==> config.mk <==
export PLATFORM = sky130hd
export DESIGN_NAME = daq_frame_tx_flat
export DESIGN_NICKNAME = d
export VERILOG_FILES = /design/src/rtl/daq_frame_tx_if.sv /design/src/rtl/daq_frame_tx.sv /design/src/flat_wrapper.sv
export SDC_FILE = /design/constraint.sdc
export NUM_CORES = 1
export LEC_CHECK = 0
export BUFFER_PORTS_ARGS = -buffer_cell sky130_fd_sc_hd__buf_4
export CAP_MARGIN = 0
export CORE_MARGIN = 2
export CORE_UTILIZATION = 40
export CTS_CLUSTER_DIAMETER = 100
export CTS_CLUSTER_SIZE = 40
export DETAILED_ROUTE_END_ITERATION = 12
export PLACE_DENSITY = 0.59
export SYNTH_ARGS = -nofsm -noshare
export SYNTH_HDL_FRONTEND = slang
export SYNTH_SLANG_ARGS = --single-unit
==> constraint.sdc <==
create_clock -name CLK -period 5.9 [get_ports CLK]
set_input_delay 0.885 -clock CLK [delete_from_list [all_inputs] [get_ports CLK]]
set_output_delay 0.885 -clock CLK [all_outputs]
set_load 0.005 [all_outputs]
==> src/rtl/daq_frame_tx_if.sv <==
// -----------------------------------------------------------------------------
// daq_frame_tx_if
//   Upstream handshake bundle between the sample-processing FSM (master) and
//   the DAQ frame transmitter (slave).
//
//   DIN       16  sample word from the sample FIFO
//   VALID      1  DIN/control qualifier
//   CE         1  pipeline clock enable; 0 = upstream stalled awaiting TXACK
//   CLR_CRC    1  clear the running CRC at this word boundary
//   LAST_WRD   1  final word of the event
//   TXACK      1  one-cycle acknowledge back to the upstream FSM
// -----------------------------------------------------------------------------
`timescale 1ns/1ps

interface daq_frame_tx_if;
    logic [15:0] DIN;
    logic        VALID;
    logic        CE;
    logic        CLR_CRC;
    logic        LAST_WRD;
    logic        TXACK;

    modport master (
        output DIN, VALID, CE, CLR_CRC, LAST_WRD,
        input  TXACK
    );

    modport slave (
        input  DIN, VALID, CE, CLR_CRC, LAST_WRD,
        output TXACK
    );
endinterface

==> src/rtl/daq_frame_tx.sv <==
// -----------------------------------------------------------------------------
// daq_frame_tx
//   Frames the sequenced DAQ sample words for the optical-link transceiver:
//   idle fill, start-of-frame, payload, end-of-frame. Raises TXACK to release
//   the upstream FSM, keeps a running CRC-16/CCITT over the payload and counts
//   completed frames.
//
//   Optional build macro DAQ_FRAME_CRC_APPEND_EN: appends the CRC as an extra
//   data word (state encoding 7) between the last payload word and EOF.
//
// Ports
//   CLK       in   1   system clock
//   RST       in   1   asynchronous, active-high reset
//   up        slave    DIN/VALID/CE/CLR_CRC/LAST_WRD in, TXACK out
//   LINK_RDY  in   1   transceiver TX reset done (synchronous to CLK)
//   TX_DATA   out 16   word to transceiver
//   TX_K      out  2   charisk per byte, bit0 = low byte
//   CRC       out 16   running CRC
//   FRM_CNT   out 16   completed-frame count
//   ABORT     out  1   sticky: a frame was aborted by LINK_RDY loss
//   TX_STATE  out  3   FSM state, for debug
// -----------------------------------------------------------------------------
`timescale 1ns/1ps

module daq_frame_tx #(
    parameter int unsigned PIPE_DEPTH = 2,  // 1..4
    parameter int unsigned SOF_GAP    = 2,  // 0..15
    parameter int unsigned EOF_GAP    = 4   // 1..15
) (
    input  logic           CLK,
    input  logic           RST,
    daq_frame_tx_if.slave  up,
    input  logic           LINK_RDY,
    output logic [15:0]    TX_DATA,
    output logic [1:0]     TX_K,
    output logic [15:0]    CRC,
    output logic [15:0]    FRM_CNT,
    output logic           ABORT,
    output logic [2:0]     TX_STATE
);

    localparam logic [15:0] IDLE_WORD = 16'h50BC;  // K28.5 / D16.2
    localparam logic [15:0] SOF_WORD  = 16'h50FB;  // K27.7
    localparam logic [15:0] EOF_WORD  = 16'h50FD;  // K29.7
    localparam logic [1:0]  K_CTRL    = 2'b01;
    localparam logic [1:0]  K_DATA    = 2'b00;
    localparam logic [15:0] CRC_INIT  = 16'hFFFF;

    localparam logic [3:0] SOF_LAST = (SOF_GAP > 0) ? 4'(SOF_GAP - 1) : 4'd0;
    localparam logic [3:0] EOF_LAST = (EOF_GAP > 0) ? 4'(EOF_GAP - 1) : 4'd0;

    typedef enum logic [2:0] {
        S_IDLE = 3'd0,
        S_SOF  = 3'd1,
        S_GAP1 = 3'd2,
        S_ACK  = 3'd3,
        S_DATA = 3'd4,
        S_EOF  = 3'd5,
        S_GAP2 = 3'd6
`ifdef DAQ_FRAME_CRC_APPEND_EN
        , S_CRC = 3'd7
`endif
    } state_t;

    typedef struct packed {
        logic [15:0] din;
        logic        vld;
        logic        last;
        logic        clr;
    } stage_t;

    // CRC-16/CCITT (poly 0x1021), MSB first, one 16-bit word per call.
    function automatic logic [15:0] crc16_word(input logic [15:0] crc_in,
                                               input logic [15:0] d);
        logic [15:0] c;
        logic [15:0] s;
        logic        fb;
        c = crc_in;
        s = d;
        for (int unsigned i = 0; i < 16; i++) begin
            fb = c[15] ^ s[15];
            c  = {c[14:0], 1'b0} ^ (fb ? 16'h1021 : 16'h0000);
            s  = {s[14:0], 1'b0};
        end
        return c;
    endfunction

    // ------------------------------------------------------------------
    // Input pipeline: shifts only on CE, head is the last stage.
    // ------------------------------------------------------------------
    stage_t stg_in;
    stage_t pipe [PIPE_DEPTH];
    stage_t head;

    assign stg_in = {up.DIN, up.VALID, up.LAST_WRD, up.CLR_CRC};
    assign head   = pipe[PIPE_DEPTH-1];

    for (genvar g = 0; g < PIPE_DEPTH; g++) begin : g_pipe
        if (g == 0) begin : g_first
            always_ff @(posedge CLK or posedge RST) begin
                if (RST)        pipe[0] <= '0;
                else if (up.CE) pipe[0] <= stg_in;
            end
        end else begin : g_next
            always_ff @(posedge CLK or posedge RST) begin
                if (RST)        pipe[g] <= '0;
                else if (up.CE) pipe[g] <= pipe[g-1];
            end
        end
    end

    // ------------------------------------------------------------------
    // FSM. The output registers are loaded on the same edge as the state
    // register with the word belonging to the state being entered, so
    // TX_STATE always labels the word currently on TX_DATA. The last payload
    // word is emitted while still in DATA; eof_pend then forces the exit on
    // the following cycle.
    // ------------------------------------------------------------------
    state_t      state, next_state;
    logic [3:0]  gap_cnt, gap_d;
    logic        eof_pend, eof_pend_d;
    logic [15:0] nxt_data;
    logic [1:0]  nxt_k;
    logic        nxt_ack;
    logic        emit;
    logic        frm_inc;
    logic        set_abort;

    logic [15:0] tx_data_q;
    logic [1:0]  tx_k_q;
    logic        txack_q;
    logic [15:0] crc_q;
    logic [15:0] frm_cnt_q;
    logic        abort_q;

    always_ff @(posedge CLK or posedge RST) begin
        if (RST) state <= S_IDLE;
        else     state <= next_state;
    end

    always_comb begin
        next_state = state;
        gap_d      = gap_cnt;
        eof_pend_d = eof_pend;
        nxt_data   = IDLE_WORD;
        nxt_k      = K_CTRL;
        nxt_ack    = 1'b0;
        emit       = 1'b0;
        frm_inc    = 1'b0;
        set_abort  = 1'b0;

        if (state != S_IDLE && !LINK_RDY) begin
            next_state = S_IDLE;
            eof_pend_d = 1'b0;
            set_abort  = 1'b1;
        end else begin
            case (state)
                S_IDLE: begin
                    if (LINK_RDY && !up.CE && up.VALID) begin
                        next_state = S_SOF;
                        nxt_data   = SOF_WORD;
                    end
                end
                S_SOF: begin
                    gap_d = '0;
                    if (SOF_GAP == 0) begin
                        next_state = S_ACK;
                        nxt_ack    = 1'b1;
                    end else begin
                        next_state = S_GAP1;
                    end
                end
                S_GAP1: begin
                    if (gap_cnt == SOF_LAST) begin
                        next_state = S_ACK;
                        nxt_ack    = 1'b1;
                    end else begin
                        gap_d = gap_cnt + 4'd1;
                    end
                end
                S_ACK: begin
                    next_state = S_DATA;
                end
                S_DATA: begin
                    if (eof_pend) begin
                        eof_pend_d = 1'b0;
`ifdef DAQ_FRAME_CRC_APPEND_EN
                        next_state = S_CRC;
                        nxt_data   = crc_q;
                        nxt_k      = K_DATA;
`else
                        next_state = S_EOF;
                        nxt_data   = EOF_WORD;
                        frm_inc    = 1'b1;
`endif
                    end else if (up.CE && head.vld) begin
                        emit     = 1'b1;
                        nxt_data = head.din;
                        nxt_k    = K_DATA;
                        if (head.last) eof_pend_d = 1'b1;
                    end
                end
`ifdef DAQ_FRAME_CRC_APPEND_EN
                S_CRC: begin
                    next_state = S_EOF;
                    nxt_data   = EOF_WORD;
                    frm_inc    = 1'b1;
                end
`endif
                S_EOF: begin
                    next_state = S_GAP2;
                    gap_d      = '0;
                end
                S_GAP2: begin
                    if (gap_cnt == EOF_LAST) next_state = S_IDLE;
                    else                     gap_d = gap_cnt + 4'd1;
                end
                default: begin
                    next_state = S_IDLE;
                end
            endcase
        end
    end

    always_ff @(posedge CLK or posedge RST) begin
        if (RST) begin
            tx_data_q <= IDLE_WORD;
            tx_k_q    <= K_CTRL;
            txack_q   <= 1'b0;
            crc_q     <= CRC_INIT;
            frm_cnt_q <= '0;
            abort_q   <= 1'b0;
            gap_cnt   <= '0;
            eof_pend  <= 1'b0;
        end else begin
            tx_data_q <= nxt_data;
            tx_k_q    <= nxt_k;
            txack_q   <= nxt_ack;
            gap_cnt   <= gap_d;
            eof_pend  <= eof_pend_d;
            if (frm_inc)   frm_cnt_q <= frm_cnt_q + 16'd1;
            if (set_abort) abort_q   <= 1'b1;
            // A clear on the transmitted word applies before that word is folded in.
            if (emit)                    crc_q <= crc16_word(head.clr ? CRC_INIT : crc_q, head.din);
            else if (up.CE && head.clr)  crc_q <= CRC_INIT;
        end
    end

    assign up.TXACK = txack_q;
    assign TX_DATA  = tx_data_q;
    assign TX_K     = tx_k_q;
    assign CRC      = crc_q;
    assign FRM_CNT  = frm_cnt_q;
    assign ABORT    = abort_q;
    assign TX_STATE = state;

endmodule
==> src/flat_wrapper.sv <==
// flat-port wrapper written by rule: the top's interface ports become plain ports
module daq_frame_tx_flat 
#(
    parameter int unsigned PIPE_DEPTH = 2,         
    parameter int unsigned SOF_GAP    = 2,          
    parameter int unsigned EOF_GAP    = 4           
)
  (CLK, RST, LINK_RDY, TX_DATA, TX_K, CRC, FRM_CNT, ABORT, TX_STATE, up_DIN, up_VALID, up_CE, up_CLR_CRC, up_LAST_WRD, up_TXACK);
  daq_frame_tx_if up_i ();
  input  logic CLK;
  input  logic RST;
  input  logic LINK_RDY;
  output logic [15:0] TX_DATA;
  output logic [1:0] TX_K;
  output logic [15:0] CRC;
  output logic [15:0] FRM_CNT;
  output logic ABORT;
  output logic [2:0] TX_STATE;
  input wire logic [$bits(up_i.DIN)-1:0] up_DIN;
  input wire logic [$bits(up_i.VALID)-1:0] up_VALID;
  input wire logic [$bits(up_i.CE)-1:0] up_CE;
  input wire logic [$bits(up_i.CLR_CRC)-1:0] up_CLR_CRC;
  input wire logic [$bits(up_i.LAST_WRD)-1:0] up_LAST_WRD;
  output wire logic [$bits(up_i.TXACK)-1:0] up_TXACK;
  assign up_i.DIN = up_DIN;
  assign up_i.VALID = up_VALID;
  assign up_i.CE = up_CE;
  assign up_i.CLR_CRC = up_CLR_CRC;
  assign up_i.LAST_WRD = up_LAST_WRD;
  assign up_TXACK = up_i.TXACK;
  daq_frame_tx #(.PIPE_DEPTH(PIPE_DEPTH), .SOF_GAP(SOF_GAP), .EOF_GAP(EOF_GAP)) u_core (.CLK(CLK), .RST(RST), .up(up_i), .LINK_RDY(LINK_RDY), .TX_DATA(TX_DATA), .TX_K(TX_K), .CRC(CRC), .FRM_CNT(FRM_CNT), .ABORT(ABORT), .TX_STATE(TX_STATE));
endmodule
# Word level (Yosys, flattened, before mapping)
# Index checks and enable logic that the tools add are counted.
# word_totals
elab_cells,134
output_inout_bits,55
ff_bits,98
memories,0
rom_bits,0
ramBits,0
latch_bits,0
# classes
multipliers,0
eq_ne,14
muxes,53
add_sub_neg,2
n_div,0
n_reduce_logical,15
order_cmp,0
shift,0
bitwise,33
# ops
cell,count
$xor 16x16->16,16
$mux 13,16
$mux 16,6
$pmux 16 s2,1
$pmux 3 s7,1
$mux 1,17
$add 16x1->16 const B,1
$xor 1x1->1,16
$mux 3,5
$ne 3x1->1 const B,4
$pmux 4 s3,1
$eq 3x3->1 const B,3
$mux 4,2
$reduce_and 4->1,2
$mux 7,1
$eq 3x2->1 const B,2
$mux 2,3
$reduce_bool 3->1,2
$logic_and 1x1->1,5
$add 4x1->4 const B,1
$eq 4x1->1 const B,1
$eq 4x2->1 const B,1
$ne 2x2->1 const B,2
$reduce_bool 2->1,2
other kinds (5),6

# Depth between registers and ports, before layout
# depth
word_depth,50
depth_mapped,10
ltp_nobuf,8

# Worst setup path before layout
# OpenSTA, ideal clock, no wires.
# synth_path
kind,input to register
start,input LINK_RDY
end,"register u_core.frm_cnt_q[15], in the netlist u_core.FRM_CNT[15]"
t_required_ns,5.777
cell_stages,6
t_arrival_ns,1.977
setup_ns,0.123
path_slack_ns,3.801
n_path_buf,0
path_cell_list,nand4_1 nor3_1 nand4_1 nor2_1 nand3_1 xnor2_1
# synth_via
elab_chain_cells,3
# synth_rtl
element,line,text
start: declaration,flat_wrapper.sv:12,input logic LINK_RDY;
$logic_not 1->1,daq_frame_tx.sv:152,if (state != S_IDLE && !LINK_RDY) begin
$logic_and 1x1->1,daq_frame_tx.sv:152,
$mux 1,daq_frame_tx.sv:152,
end signal: assignment,daq_frame_tx.sv:241,if (frm_inc) frm_cnt_q <= frm_cnt_q + 16'd1;
end: declaration,daq_frame_tx.sv:133,logic [15:0] frm_cnt_q;
# No other way between the ends.
# A chain may end at the register's enable or synchronous reset.

# Worst setup path in the final report
# layout_path
start,input up_CE
end,"register u_core.crc_q[3], in the netlist u_core.CRC[3]"
# layout_via
elab_chain_cells,6
word_cells_on_any_way,8
# layout_rtl
element,line,text
start: declaration,flat_wrapper.sv:21,input wire logic [$bits(up_i.CE)-1:0] up_CE;
$logic_and 1x1->1,daq_frame_tx.sv:196,end else if (up.CE && head.vld) begin
$mux 1,daq_frame_tx.sv:196,
$mux 1,daq_frame_tx.sv:185,if (eof_pend) begin
$mux 1,daq_frame_tx.sv:157,case (state)
$mux 1,daq_frame_tx.sv:152,
$mux 16 / $reduce_bool 2->1 (equally long branches),n/a,
end signal: assignment,daq_frame_tx.sv:244,"if (emit) crc_q <= crc16_word(head.clr ? CRC_INIT : crc_q, head.din);"
end: declaration,daq_frame_tx.sv:132,logic [15:0] crc_q;
# Several ways; a longest one is shown, not always the timed one.

==> reports/metrics.yaml <==
post-cts-setup-buffer-count: 0
insertedDiodeCount: 0
r2r_end: "u_core.CRC[3]$_DFFE_PP1P_"
hold_path.class: "flip-flop to flip-flop"
port_buffers: 76
slew_violations: 0
final.min_clock_period_ns: 2.94
synthSimpleGateAreaFrac: 0.103
gp_congestion: 0.813
dieHeight_um: 111
htreeDepth: 3
yosysTopAreaCell: "dfrtp_1"
coreArea_um2: 11300
powerDensity_nw_per_um2: 373
totalWireLength_um: 8940
cts_buffer_depth: 2
finalClockSkew_ns: 0.00632
numCtsBuffers: 9
cp_top_family: "simple AND/OR/NAND/NOR gates"
hold_buffers: 0
ys_types: 51
rows: 39
synthMuxAreaShare: 0.0977
postLayoutCellArea_um2: 5630
fin_util: 0.497
ys_ff_latch: 97
fin_nets: 484
status: "complete, no violations"
path_class: "input pin to flip-flop"
hold_violations: 0
crit_buf_inv: 2
start_util: 0.406
grt_max_degree: 78
tritoncts: "yes"
fp.dieArea_um2: 12400
die_x_um: 111
ir_worst_vdd_mv: 0.243
fin_crit_sh: 0.499
end_kind: "flip-flop"
cts_resized: 0
syn_inst: 381
synth-edff-count: 0
grt_pass1_wl_um: 15000
wl_per_cell_um: 14.8
clk_pin_slew_ns: 0.07
routed_via_density: 4.97
slowest_stage: "and4_1"
fin_ws_ns: 2.96
drive_gt1_frac: 0.366
min_from: "u_core.FRM_CNT[15]$_DFFE_PP0P_"
ys_async_sr_fraction: 1.00
clockRootBuffer: "clkbuf_16"
synth_top_area_share: 0.397
synthFlopType: "dfrtp_1"
arrival_ns: 3.20
setup_viol: 0
syn_nets: 411
min_path_cells: 1
synthAdderAreaFrac: 0.0190
crit_fanout: 45
maxSlewHeadroom: 0.335
synth_xor_area_frac: 0.168
vias: 2993
io_pins: 78
startpoint_type: "input pin"
timing.critical_path.cells: "buf_4, and4_1, inv_2, nand2_1, nor2_1, a21oi_1"
synth-compound-area-share: 0.0563
fillCellCount: 1051
maxCapViolCount: 0
rrSetupSlack_ns: 2.99
syn_area_per_cell_um2: 12.1
rsz0062_at_grt: "false"
place_ws_ns: 2.55
min_to: "u_core.FRM_CNT[15]$_DFFE_PP0P_"
tns_ns: 0
clock_latency_ns: 0.34
yosys_warnings: 0
syn_area_um2: 4600
dp_hpwl_um: 6240
grtUsageTotal: 0.151
grt-ovfl-total: 0
drt_pass1_iterations: 4
p_leak_nw: 2.48
post-route-drc-count: 0
synth_top_family_by_area: "XOR/XNOR gates"
antenna_found_initial: 0
reg2reg_depth: 7
fmax_mhz: 340
grt_pass1_vias: 2958
crit_path_max_incr_delay_ns: 0.96
reg2reg_from: "u_core.TX_STATE[0]$_DFFE_PP0P_"
worst_slew_pin_slew_ns: 0.998
area_growth_pct: 22.4
ant_nets: 0
ys_seq_area_frac: 0.534
placed_area_um2: 5290
cp.required_ns: 6.16
drtIter0Drc: 72
cts_sinks: 97
synth_area_leaders: "dfrtp_1 (40%), dfstp_2 (14%), mux2_2 (9.3%), xnor2_1 (9.1%), nor2_1 (3.3%)"
[worst register-to-register path, cell delays in order (launching register included)]
cell and delay (ns):
dfrtp_1 0.42, inv_1 0.12, ha_1 0.44, and4_1 0.94, inv_2 0.19, nand2_1 0.48, nor2_1 0.10, a21oi_1 0.14
[routing by layer]
metal / global-route usage / vias to the layer above / routed length, µm
met2: 0.237 / 70 / 4270
met5: 0 / - / 0
li1: - / 1425 / -
met4: 0.0609 / 0 / 148
met3: 0.0317 / 14 / 370
met1: 0.205 / 1484 / 4150
[cell families (layout without fill, tap and decap cells)]
family | count (synthesis) | after routing
other | 1 | 1
xor gates and xnor gates | 72 | 72
and+or+nand+nor | 99 | 99
DFF | 97 | 97
adders and majority gates | 7 | 7
muxes | 40 | 40
buffers and inverters | 23 | 101
AOI/OAI and AO/OA | 42 | 42
[worst max path at each step]
stage / start / end / slack (ns) / cells after the start
floorplan: RST / u_core.ABORT$_DFFE_PP0P_ / 2.52 / 1
global placement: up_CE / u_core.CRC[9]$_DFFE_PP1P_ / 2.68 / 6
detailed placement: up_CE / u_core.CRC[3]$_DFFE_PP1P_ / 2.55 / 6
CTS: up_CE / u_core.CRC[3]$_DFFE_PP1P_ / 2.90 / 6
global route: u_core.TX_STATE[0]$_DFFE_PP0P_ / u_core.CRC[0]$_DFFE_PP1P_ / 2.67 / 7
finish: up_CE / u_core.CRC[3]$_DFFE_PP1P_ / 2.96 / 6
[cells in the final DEF (no fill, tap or decap), types with 3 or more instances in the layout]
cell type	count
clkbuf_16	9
nor3_1	4
xnor3_1	3
nand2_1	17
a21oi_1	20
dfrtp_1	73
dfstp_2	24
nand4_1	4
inv_1	6
nor2_1	41
nand3_1	6
xnor2_2	5
and2_1	7
buf_4	77
o21ai_1	4
xor2_1	12
xnor2_1	48
mux2_2	38
nand2b_1	7
ha_1	7
[power by group]
group	internal, mW	leakage [nW]	switching, mW	total, mW
logic	0.326	1.16	0.298	0.624
clock network	0.397	0.162	0.250	0.647
registers	0.743	1.16	0.0872	0.831
total	1.47	2.48	0.636	2.10
[metrics by stage]
stage | hold slack (ns) | total power [mW] | instances
6_report | 0.474 | 2.10 | 602
2_1_floorplan | 0.464 | 1.32 | 381
3_3_place_gp | 0.467 | 1.46 | 586
3_5_place_dp | 0.469 | 1.47 | 586
4_1_cts | 0.474 | 2.13 | 602
5_1_grt | 0.486 | 2.23 | 602
[Yosys cell counts (all sizes together), types with 4 or more instances]
| cell type | instances |
|---|---|
| clkbuf | 9 |
| dfstp | 24 |
| and2 | 8 |
| buf | 6 |
| xnor2 | 54 |
| mux2 | 39 |
| o21ai | 5 |
| nor3 | 4 |
| nor2 | 43 |
| nand4 | 4 |
| a21oi | 20 |
| nand2 | 17 |
| nand2b | 7 |
| nand3 | 6 |
| xnor3 | 5 |
| inv | 8 |
| dfrtp | 73 |
| ha | 7 |
| xor2 | 12 |
[registers in the layout, summed over array words and instances (netlist names)]
signal / flops
u_core.up.TXACK: 1
u_core.CRC: 16
u_core.FRM_CNT: 16
u_core.gap_cnt: 4
u_core.TX_K: 1
u_core.pipe: 19
u_core.TX_STATE: 3
u_core.ABORT: 1
u_core.head: 19
u_core.eof_pend: 1
u_core.TX_DATA: 16
[cell type report]
| type | count | area [µm²] | area share |
|---|---|---|---|
| Sequential cell | 97 | 2460 | 0.436 |
| Multi-Input combinational cell | 261 | 2050 | 0.363 |
| Timing Repair Buffer | 77 | 578 | 0.103 |
| Clock buffer | 11 | 253 | 0.0449 |
| Tap cell | 143 | 179 | 0.0318 |
| Clock inverter | 5 | 85.1 | 0.0151 |
| Inverter | 8 | 32.5 | 0.00578 |
Note: power is estimated with default switching activity, not from simulation.
